<file path="config.mk">
export PLATFORM = sky130hd
export DESIGN_NAME = ex_stage
export DESIGN_NICKNAME = d
export VERILOG_FILES = /design/src/rtl/ex_stage.sv
export SDC_FILE = /design/constraint.sdc
export NUM_CORES = 1
export LEC_CHECK = 0
export ABC_AREA = 1
export CAP_MARGIN = 5
export CELL_PAD_IN_SITES_DETAIL_PLACEMENT = 1
export CELL_PAD_IN_SITES_GLOBAL_PLACEMENT = 2
export CORE_ASPECT_RATIO = 0.75
export CORE_MARGIN = 1
export CORE_UTILIZATION = 26
export DETAILED_ROUTE_END_ITERATION = 12
export PLACE_DENSITY_LB_ADDON = 0.08
export REMOVE_ABC_BUFFERS = 1
export SLEW_MARGIN = 20
export SYNTH_ARGS = -nofsm -noshare
export SYNTH_HDL_FRONTEND = slang
export SYNTH_SLANG_ARGS = --single-unit
</file>
<file path="constraint.sdc">
create_clock -name stg_clk -period 3.53 [get_ports stg_clk]
set_input_delay 1.059 -clock stg_clk [delete_from_list [all_inputs] [get_ports stg_clk]]
set_output_delay 1.059 -clock stg_clk [all_outputs]
set_load 0.02 [all_outputs]
</file>
<file path="src/rtl/ex_stage.sv">
// RV32I execute stage: operand forwarding, ALU, branch/jump resolution,
// load-use stall detection, wrong-path squashing and the EX/MEM register.
module ex_stage #(
  parameter int unsigned FLUSH_SHADOW = 2
) (
  input  logic        stg_clk,
  input  logic        reset_n,
  input  logic        stg_ena,
  input  logic [31:0] pc,
  input  logic [4:0]  rd,
  input  logic [4:0]  rs1,
  input  logic [4:0]  rs2,
  input  logic [2:0]  funct3_,
  input  logic [6:0]  funct7_,
  input  logic [31:0] imm,
  input  logic [3:0]  instr_type,
  input  logic [31:0] rs1_data,
  input  logic [31:0] rs2_data,
  input  logic        save_to_reg,
  input  logic [4:0]  wb_rd,
  input  logic        wb_save,
  input  logic [31:0] wb_data,
  output logic [31:0] alu_result_out,
  output logic [31:0] store_data_out,
  output logic [4:0]  rd_out,
  output logic [2:0]  funct3_out,
  output logic        save_to_reg_out,
  output logic        rd_memory_out,
  output logic        wr_memory_out,
  output logic        valid_out,
  output logic        redirect_valid,
  output logic [31:0] redirect_pc,
  output logic        hazard_stall
);

  typedef enum logic [3:0] {
    IT_NOP    = 4'd0,
    IT_R      = 4'd1,
    IT_IALU   = 4'd2,
    IT_LOAD   = 4'd3,
    IT_STORE  = 4'd4,
    IT_BRANCH = 4'd5,
    IT_JAL    = 4'd6,
    IT_JALR   = 4'd7,
    IT_LUI    = 4'd8,
    IT_AUIPC  = 4'd9
  } itype_e;

  itype_e      itype;
  logic [1:0]  shadow_cnt;
  logic        live, use_rs1, use_rs2, exec;
  logic        mem_a, mem_b, wb_a, wb_b, lu_a, lu_b;
  logic [31:0] op_a, op_b, alu_b, alu_res, target;
  logic [4:0]  shamt;
  logic        take;
  logic        unused_funct7;

  assign itype         = itype_e'(instr_type);
  assign unused_funct7 = ^{funct7_[6], funct7_[4:0]};

  always_comb begin
    live    = (instr_type >= 4'd1) && (instr_type <= 4'd9) && (shadow_cnt == '0);
    use_rs1 = 1'b0;
    use_rs2 = 1'b0;
    case (itype)
      IT_R, IT_STORE, IT_BRANCH: begin
        use_rs1 = 1'b1;
        use_rs2 = 1'b1;
      end
      IT_IALU, IT_LOAD, IT_JALR: use_rs1 = 1'b1;
      default: ;
    endcase
  end

  // Loads in EX/MEM have no data yet: they never forward, they stall instead.
  assign mem_a = (rs1 != '0) && valid_out && save_to_reg_out && !rd_memory_out && (rd_out == rs1);
  assign mem_b = (rs2 != '0) && valid_out && save_to_reg_out && !rd_memory_out && (rd_out == rs2);
  assign wb_a  = (rs1 != '0) && wb_save && (wb_rd == rs1);
  assign wb_b  = (rs2 != '0) && wb_save && (wb_rd == rs2);
  assign lu_a  = use_rs1 && (rs1 != '0) && valid_out && rd_memory_out && (rd_out == rs1);
  assign lu_b  = use_rs2 && (rs2 != '0) && valid_out && rd_memory_out && (rd_out == rs2);

  assign op_a = mem_a ? alu_result_out : (wb_a ? wb_data : rs1_data);
  assign op_b = mem_b ? alu_result_out : (wb_b ? wb_data : rs2_data);

  assign hazard_stall = live && (lu_a || lu_b);
  assign exec         = live && !hazard_stall;

  always_comb begin
    alu_b   = (itype == IT_R) ? op_b : imm;
    shamt   = alu_b[4:0];
    alu_res = '0;
    take    = 1'b0;
    target  = pc + imm;
    case (itype)
      IT_R, IT_IALU: begin
        case (funct3_)
          3'b000:  alu_res = (itype == IT_R && funct7_[5]) ? op_a - alu_b : op_a + alu_b;
          3'b001:  alu_res = op_a << shamt;
          3'b010:  alu_res = {31'b0, $signed(op_a) < $signed(alu_b)};
          3'b011:  alu_res = {31'b0, op_a < alu_b};
          3'b100:  alu_res = op_a ^ alu_b;
          3'b101:  alu_res = funct7_[5] ? $unsigned($signed(op_a) >>> shamt) : op_a >> shamt;
          3'b110:  alu_res = op_a | alu_b;
          default: alu_res = op_a & alu_b;
        endcase
      end
      IT_LOAD, IT_STORE: alu_res = op_a + imm;
      IT_BRANCH: begin
        case (funct3_)
          3'b000:  take = (op_a == op_b);
          3'b001:  take = (op_a != op_b);
          3'b100:  take = ($signed(op_a) < $signed(op_b));
          3'b101:  take = ($signed(op_a) >= $signed(op_b));
          3'b110:  take = (op_a < op_b);
          3'b111:  take = (op_a >= op_b);
          default: take = 1'b0;
        endcase
      end
      IT_JAL: begin
        alu_res = pc + 32'd4;
        take    = 1'b1;
      end
      IT_JALR: begin
        alu_res = pc + 32'd4;
        take    = 1'b1;
        target  = (op_a + imm) & ~32'd1;
      end
      IT_LUI:   alu_res = imm;
      IT_AUIPC: alu_res = pc + imm;
      default: ;
    endcase
  end

  always_ff @(posedge stg_clk or negedge reset_n) begin
    if (!reset_n) begin
      alu_result_out  <= '0;
      store_data_out  <= '0;
      rd_out          <= '0;
      funct3_out      <= '0;
      save_to_reg_out <= 1'b0;
      rd_memory_out   <= 1'b0;
      wr_memory_out   <= 1'b0;
      valid_out       <= 1'b0;
      redirect_valid  <= 1'b0;
      redirect_pc     <= '0;
      shadow_cnt      <= '0;
    end else if (stg_ena) begin
      redirect_valid <= 1'b0;
      if (exec) begin
        alu_result_out  <= alu_res;
        store_data_out  <= op_b;
        rd_out          <= rd;
        funct3_out      <= funct3_;
        save_to_reg_out <= save_to_reg;
        rd_memory_out   <= (itype == IT_LOAD);
        wr_memory_out   <= (itype == IT_STORE);
        valid_out       <= 1'b1;
        if (take) begin
          redirect_valid <= 1'b1;
          redirect_pc    <= target;
          shadow_cnt     <= 2'(FLUSH_SHADOW);
        end
      end else begin
        alu_result_out  <= '0;
        store_data_out  <= '0;
        rd_out          <= '0;
        funct3_out      <= '0;
        save_to_reg_out <= 1'b0;
        rd_memory_out   <= 1'b0;
        wr_memory_out   <= 1'b0;
        valid_out       <= 1'b0;
        // A stalled live slot is not in the shadow, so this only counts squashes.
        if (shadow_cnt != '0) shadow_cnt <= shadow_cnt - 2'd1;
      end
    end
  end

endmodule

</file>
[Yosys cells after proc, flatten, opt, wreduce, memory -nomap -nowiden]
Index checks and enable logic that the tools add are counted.
Operators by class
  bitwise gates (word level): 3
  shifts and indexed selects: 3
  $add $sub $neg: 6
  eq/ne operators: 23
  order comparisons: 8
  reduce and logical (&&, ||, !) cells: 41
  multiplexer cells: 27
Operators with widths (number)
  two-way mux 32 bit: 10
  case mux 32 bit (7 select lines): 1
  case mux 32 bit (5 select lines): 1
  less-than comparator 32 bit: 4
  adder 32 bit: 3
  greater-or-equal comparator 32 bit: 2
  adder 32 x 3 -> 32 bit (second input constant): 1
  bitwise AND 32 bit: 1
  equality test 32 bit: 1
  != test 32 bit: 1
  bitwise OR 32 bit: 1
  << shifter 32 x 5 -> 32 bit: 1
  >> shifter 32 x 5 -> 32 bit: 1
  >>> shifter 32 x 5 -> 32 bit: 1
  subtractor 32 bit: 1
  bitwise XOR 32 bit: 1
  logical AND 1 bit: 25
  equality test 5 bit: 4
  equality test 4 x 3 -> 1 bit (second input constant): 4
  equality test 3 bit (second input constant): 4
  nonzero test 5 bit: 2
  equality test 4 x 2 -> 1 bit (second input constant): 2
  equality test 4 bit (second input constant): 2
  two-way mux 1 bit: 8
  other kinds (21): 29
Storage, ports and cells
  word-level logic and storage cells: 122
  bits of input ports: 199
  output and inout port bits: 110
  flip-flop bits (word level): 111

[Logic depth before layout (Yosys ltp)]
  depth in word-level cells: 13
  depth in mapped cells: 38
  mapped depth without buffers: 36

[Worst setup path after synthesis]
No wires, ideal clock.
  path type: input to register
  start point: input rs2[0]
  end point: register alu_result_out[28]
  path slack: -0.984 ns
  arrival: 4.398 ns
  stages: 30
  required time: 3.414 ns
  setup time: 0.116 ns
  buffers on the path: 3
  path through: inv_1 > nand2_1 > nand2_1 > nand2_1 > nor2_4 > nand2_4 > inv_4 > clkbuf_1 > clkbuf_1 > nand2_1 > nand3_1 > o21ai_0 > o21ai_0 > ha_1 > clkbuf_1 > nand2_1 > o21ai_0 > a21oi_1 > o311ai_0 > nand2_1 > o211ai_1 > nand2_1 > a21oi_1 > nor2_1 > nor2_1 > nand2_1 > nand2_1 > nand2_1 > nand2_1 > nand2_1
On the way
  longest elaborated chain between the ends: 12
  elaborated cells between the ends (all ways): 33
  classes of those cells: 2 x add/sub; 2 x eq/ne; 3 x shift; 8 x mux; 3 x bitwise; 15 x reduce/logical
Ends and longest elaborated chain
  from (decl): line 12  | input logic [4:0] rs2,
  nonzero test 5 bit: line 77, 79, 81
  logical AND 1 bit (4 in a row): line 77  | assign mem_b = (rs2 != '0) && valid_out && save_to_reg_out && !rd_memory_out && (rd_out == rs2);
  two-way mux 32 bit: line 84  | assign op_b = mem_b ? alu_result_out : (wb_b ? wb_data : rs2_data);
  two-way mux 32 bit: line 90  | alu_b = (itype == IT_R) ? op_b : imm;
  adder 32 bit, or another cell as far along: line 98  | 3'b000: alu_res = (itype == IT_R && funct7_[5]) ? op_a - alu_b : op_a + alu_b;
  two-way mux 32 bit (on tied branches): line 98, 103
  case mux 32 bit (7 select lines): line 97  | case (funct3_)
  case mux 32 bit (5 select lines): line 95  | case (itype)
  two-way mux 32 bit (*): line 150  | if (exec) begin
  to (signal assigned): line 151  | alu_result_out <= alu_res;
  to (decl): line 23  | output logic [31:0] alu_result_out,
Mark *: on every way between the ends. The rest lies on a longest branch, timed or not.
A chain may end at the register's enable or synchronous reset.

[Worst setup path after layout]
  start point: input wb_rd[3]
  end point: register alu_result_out[26]
On the way
  longest elaborated chain between the ends: 10
  elaborated cells between the ends (all ways): 23
  classes of those cells: 3 x add/sub; 2 x eq/ne; 3 x shift; 10 x mux; 3 x bitwise; 2 x reduce/logical
Ends and longest elaborated chain
  from (decl): line 20  | input logic [4:0] wb_rd,
  equality test 5 bit: line 79  | assign wb_b = (rs2 != '0) && wb_save && (wb_rd == rs2);
  logical AND 1 bit: line 79
  two-way mux 32 bit (2 in a row): line 84
  two-way mux 32 bit: line 90
  adder 32 bit, or another cell as far along: line 98
  two-way mux 32 bit (on tied branches): line 98, 103
  case mux 32 bit (7 select lines): line 97
  case mux 32 bit (5 select lines) (*): line 95
  two-way mux 32 bit (*): line 150
Marked as above.

==> results.toml <==
[drt]
avgViaCountPerCell = 5.166
drcViolationCount = 0
first_pass_iters = 6
vias = 32600
routed_wl_um = 151200
final_antenna_net_count = 0
drt_iter0_drc = 2731
drt-wirelength-per-cell_um = 23.95

[synth]
ys_warn_count = 0
synthAdderAreaFrac = 0.1159
yosys_most_used_dff = "dfrtp_1"
synth_area_um2 = 21430
synthDistinctLibCells = 64
ys_async_sr_fraction = 1.000
yosysSeqAreaShare = 0.1296
yosys.area_share.xor_xnor = 0.02698
synth-simple-area-share = 0.4102
syn_area_per_cell_um2 = 5.601
syn_inst = 3825
synth_edf_count = 0
synth_compound_area_frac = 0.2064
ys_seq_elements = 111
synth_mux_area_frac = 0.002336
synth_top_family_by_area = "simple AND/OR/NAND/NOR gates"

[power_and_ir_drop]
total_power_mw = 11.27
ir_drop_uv = 258.3
power_density_nw_per_um2 = 283.7
p_leak_nw = 19.93

[sta]
clock_skew_ns = 0.02160
worst_slack_ns = -1.168
rsz0062_at_grt = "true"
finalSetupViolations = 68
fin_crit_ns = 4.698
finalSetupTns_ns = -67.45
tightestPinTransition_ns = 0.6015
finalHoldViolCount = 0
whs_ns = 0.4873
fmax_mhz = 212.9
slew_viol_final = 0
maxSlewHeadroom = 0.5939
fin_crit_sh = 1.331

[clocking]
cts_buffers = 9
cts_root_buf = "clkbuf_16"
cts_tree = "done"
clk_latency_ns = 0.43
clock_sinks = 111
path_clk_slew_ns = 0.10
clockBufferDepth = 2
htreeDepth = 3

[floorplanning]
core_um2 = 80970
start_util = 0.2646
die_area_um2 = 83570
die_h_um = 250.6
pin_count = 309
rows = 90
chipWidth_um = 333.5

[critical_path]
worst-path-stages = 35
crit_path_end_kind = "flip-flop"
arrival_ns = 5.08
max_stage_delay_ns = 0.41
reg2reg_depth = 37
critPathRequiredTime_ns = 3.91
cp_slowest_cell = "fa_2"
start_kind = "input port"
path_class = "input port to flip-flop"
cp_top_family = "simple AND/OR/NAND/NOR gates"
cp_max_fo = 7
critical_path_buf_inv_count = 6

[flow_run]
drv_cap = 0

[final_layout]
register_area_um2 = 2778
fillCellCount = 10460
syn2layout_area_growth_pct = 85.46
final_util = 0.4908
instances_no_fill = 6311
nNetsFinal = 5639
final_cell_area_um2 = 39740
final_layout_size_suffix_gt1_frac = 0.4026
multi_input_area_um2 = 20130

[grt]
groute.usage.overall = 0.3431
grt_max_degree = 71
first_global_vias = 32230
overflow = 0
grt_pass1_wl_um = 213700
antenna_found_initial = 4

[placement]
post-place-ws_ns = -2.720
placed_cells = 6131
portBuffers = 302
dp_hpwl_um = 120300
place.gp.congestion = 0.9775
dpl_cell_area_um2 = 33570

[worst_hold_path]
whs_path_depth = 2
min_path_type = "flip-flop to flip-flop"

[status]
violations = "negative setup slack"
status = "finished with violations"
[Yosys cell counts, types with 5 or more instances]
| master | instances | area [um2] |
|---|---|---|
| nand2_1 | 1305 | 4898 |
| inv_1 | 363 | 1363 |
| nand3_1 | 356 | 1782 |
| nor2_1 | 320 | 1201 |
| o21ai_0 | 272 | 1361 |
| a21oi_1 | 250 | 1251 |
| ha_1 | 192 | 2402 |
| dfrtp_1 | 111 | 2778 |
| clkbuf_1 | 96 | 360.4 |
| o21ai_1 | 54 | 270.3 |
| nor3_1 | 41 | 205.2 |
| xor2_1 | 39 | 341.6 |
| buf_2 | 36 | 180.2 |
| o21a_1 | 34 | 255.2 |
| inv_2 | 29 | 108.9 |
| nand4_1 | 29 | 181.4 |
| xnor2_1 | 27 | 236.5 |
| o211ai_1 | 24 | 180.2 |
| a31oi_1 | 16 | 100.1 |
| buf_6 | 16 | 180.2 |
| a221oi_1 | 15 | 131.4 |
| buf_4 | 15 | 112.6 |
| o22ai_1 | 14 | 87.58 |
| a211oi_1 | 13 | 97.59 |
| nor4_1 | 13 | 81.33 |
| o2111ai_1 | 12 | 105.1 |
| a21o_1 | 11 | 82.58 |
| o21ai_2 | 10 | 87.58 |
| o221ai_1 | 10 | 87.58 |
| nand2_2 | 9 | 56.30 |
| or2_2 | 9 | 56.30 |
| nor2_2 | 8 | 50.05 |
| nand2_4 | 6 | 67.56 |
| nor2_4 | 6 | 67.56 |
| a21boi_0 | 5 | 37.54 |
| mux2i_1 | 5 | 50.05 |
| o21bai_1 | 5 | 37.54 |
[worst register-to-register path, delay by kind of cell (launching register included)]
kind / cells / cell delay [ns]
buf+inv: 6 / 0.79
compound gates: 4 / 0.68
fa+ha+maj: 2 / 0.52
simple gates: 25 / 2.01
flops: 1 / 0.45
[sequential cells by signal, summed over array words and instances (netlist names)]
signal,count
valid_out,1
funct3_out,3
redirect_pc,32
wr_memory_out,1
rd_out,5
shadow_cnt,2
redirect_valid,1
rd_memory_out,1
store_data_out,32
alu_result_out,32
save_to_reg_out,1
[power by group]
group          internal (mW)  total (mW)  switching (mW)
Combinational           3.71        8.25            4.54
Sequential              1.58        1.82           0.241
Clock                  0.576        1.21           0.633
Total                   5.86        11.3            5.41
[path summary, 6_finish.rpt]
check / from / slack (ns) / endpoint
setup / recovery: wb_rd[3] / -1.17 / alu_result_out[26]$_DFFE_PN0P_
hold / removal: redirect_pc[26]$_DFFE_PN0P_ / 0.49 / redirect_pc[26]$_DFFE_PN0P_
setup reg to reg: rd_out[4]$_DFFE_PN0P_ / -0.96 / alu_result_out[26]$_DFFE_PN0P_
hold reg to reg: redirect_pc[26]$_DFFE_PN0P_ / 0.49 / redirect_pc[26]$_DFFE_PN0P_
max in group asynchronous: reset_n / 2.17 / alu_result_out[31]$_DFFE_PN0P_
min in group asynchronous: reset_n / 0.54 / rd_out[0]$_DFFE_PN0P_
[final cells by class]
| cell class | instances | share of cell area |
|---|---|---|
| multi-input cells | 3157 | 0.5065 |
| inverters | 396 | 0.03920 |
| diodes | 4 | 0.0002519 |
| repair inverters | 3 | 0.001763 |
| well taps | 1058 | 0.03331 |
| clock inverters | 6 | 0.001732 |
| repair buffers | 1566 | 0.3413 |
| clock buffers | 10 | 0.006014 |
| flip-flops and latches | 111 | 0.06990 |
[cells by family (layout without fill, tap and decap cells)]
kind of cell,count (synthesis),count (layout)
AOI/OAI and AO/OA,769,769
buffers and inverters,559,1981
adders and majority gates,196,196
DFF,111,111
and+or+nand+nor,2119,2121
xor gates and xnor gates,66,66
muxes,5,5
other,0,4
[cell usage in the layout, fill, tap and decap left out, drive strengths merged, types with 3 or more instances in the layout]
master	synthesis	layout
a211oi	14	14
a21boi	5	5
a21o	11	11
a21oi	252	252
a221oi	15	15
a31oi	16	16
buf	67	1275
clkbuf	96	16
clkdlybuf4s50	0	279
clkinv	2	7
dfrtp	111	111
diode	0	4
dlymetal6s2s	0	3
fa	4	4
ha	192	192
inv	394	396
mux2i	5	5
nand2	1320	1322
nand3	360	360
nand4	29	29
nor2	335	335
nor3	42	42
nor4	13	13
o2111ai	12	12
o211ai	25	25
o21a	35	35
o21ai	338	338
o21bai	6	6
o221ai	10	10
o22ai	14	14
o2bb2ai	3	3
o311ai	3	3
or2	16	16
xnor2	27	27
xor2	39	39
[what timing repair did]
action | CTS | global route
setup buffers | 92 | 79
setup endpoints to repair | 68 | 68
hold buffers | 0 | 0
cloned | 9 | 8
resized for setup | 628 | 626
pin swaps | 154 | 300
[layer usage]
metal / global-route usage / vias up / part of all wire
met5: 0 / - / 0.00018
met4: 0.06004 / 4 / 0.018
met3: 0.07006 / 129 / 0.088
met2: 0.5155 / 1120 / 0.42
met1: 0.5029 / 15890 / 0.48
li1: - / 15460 / -
No activity file was read; power rests on OpenSTA's default activity.
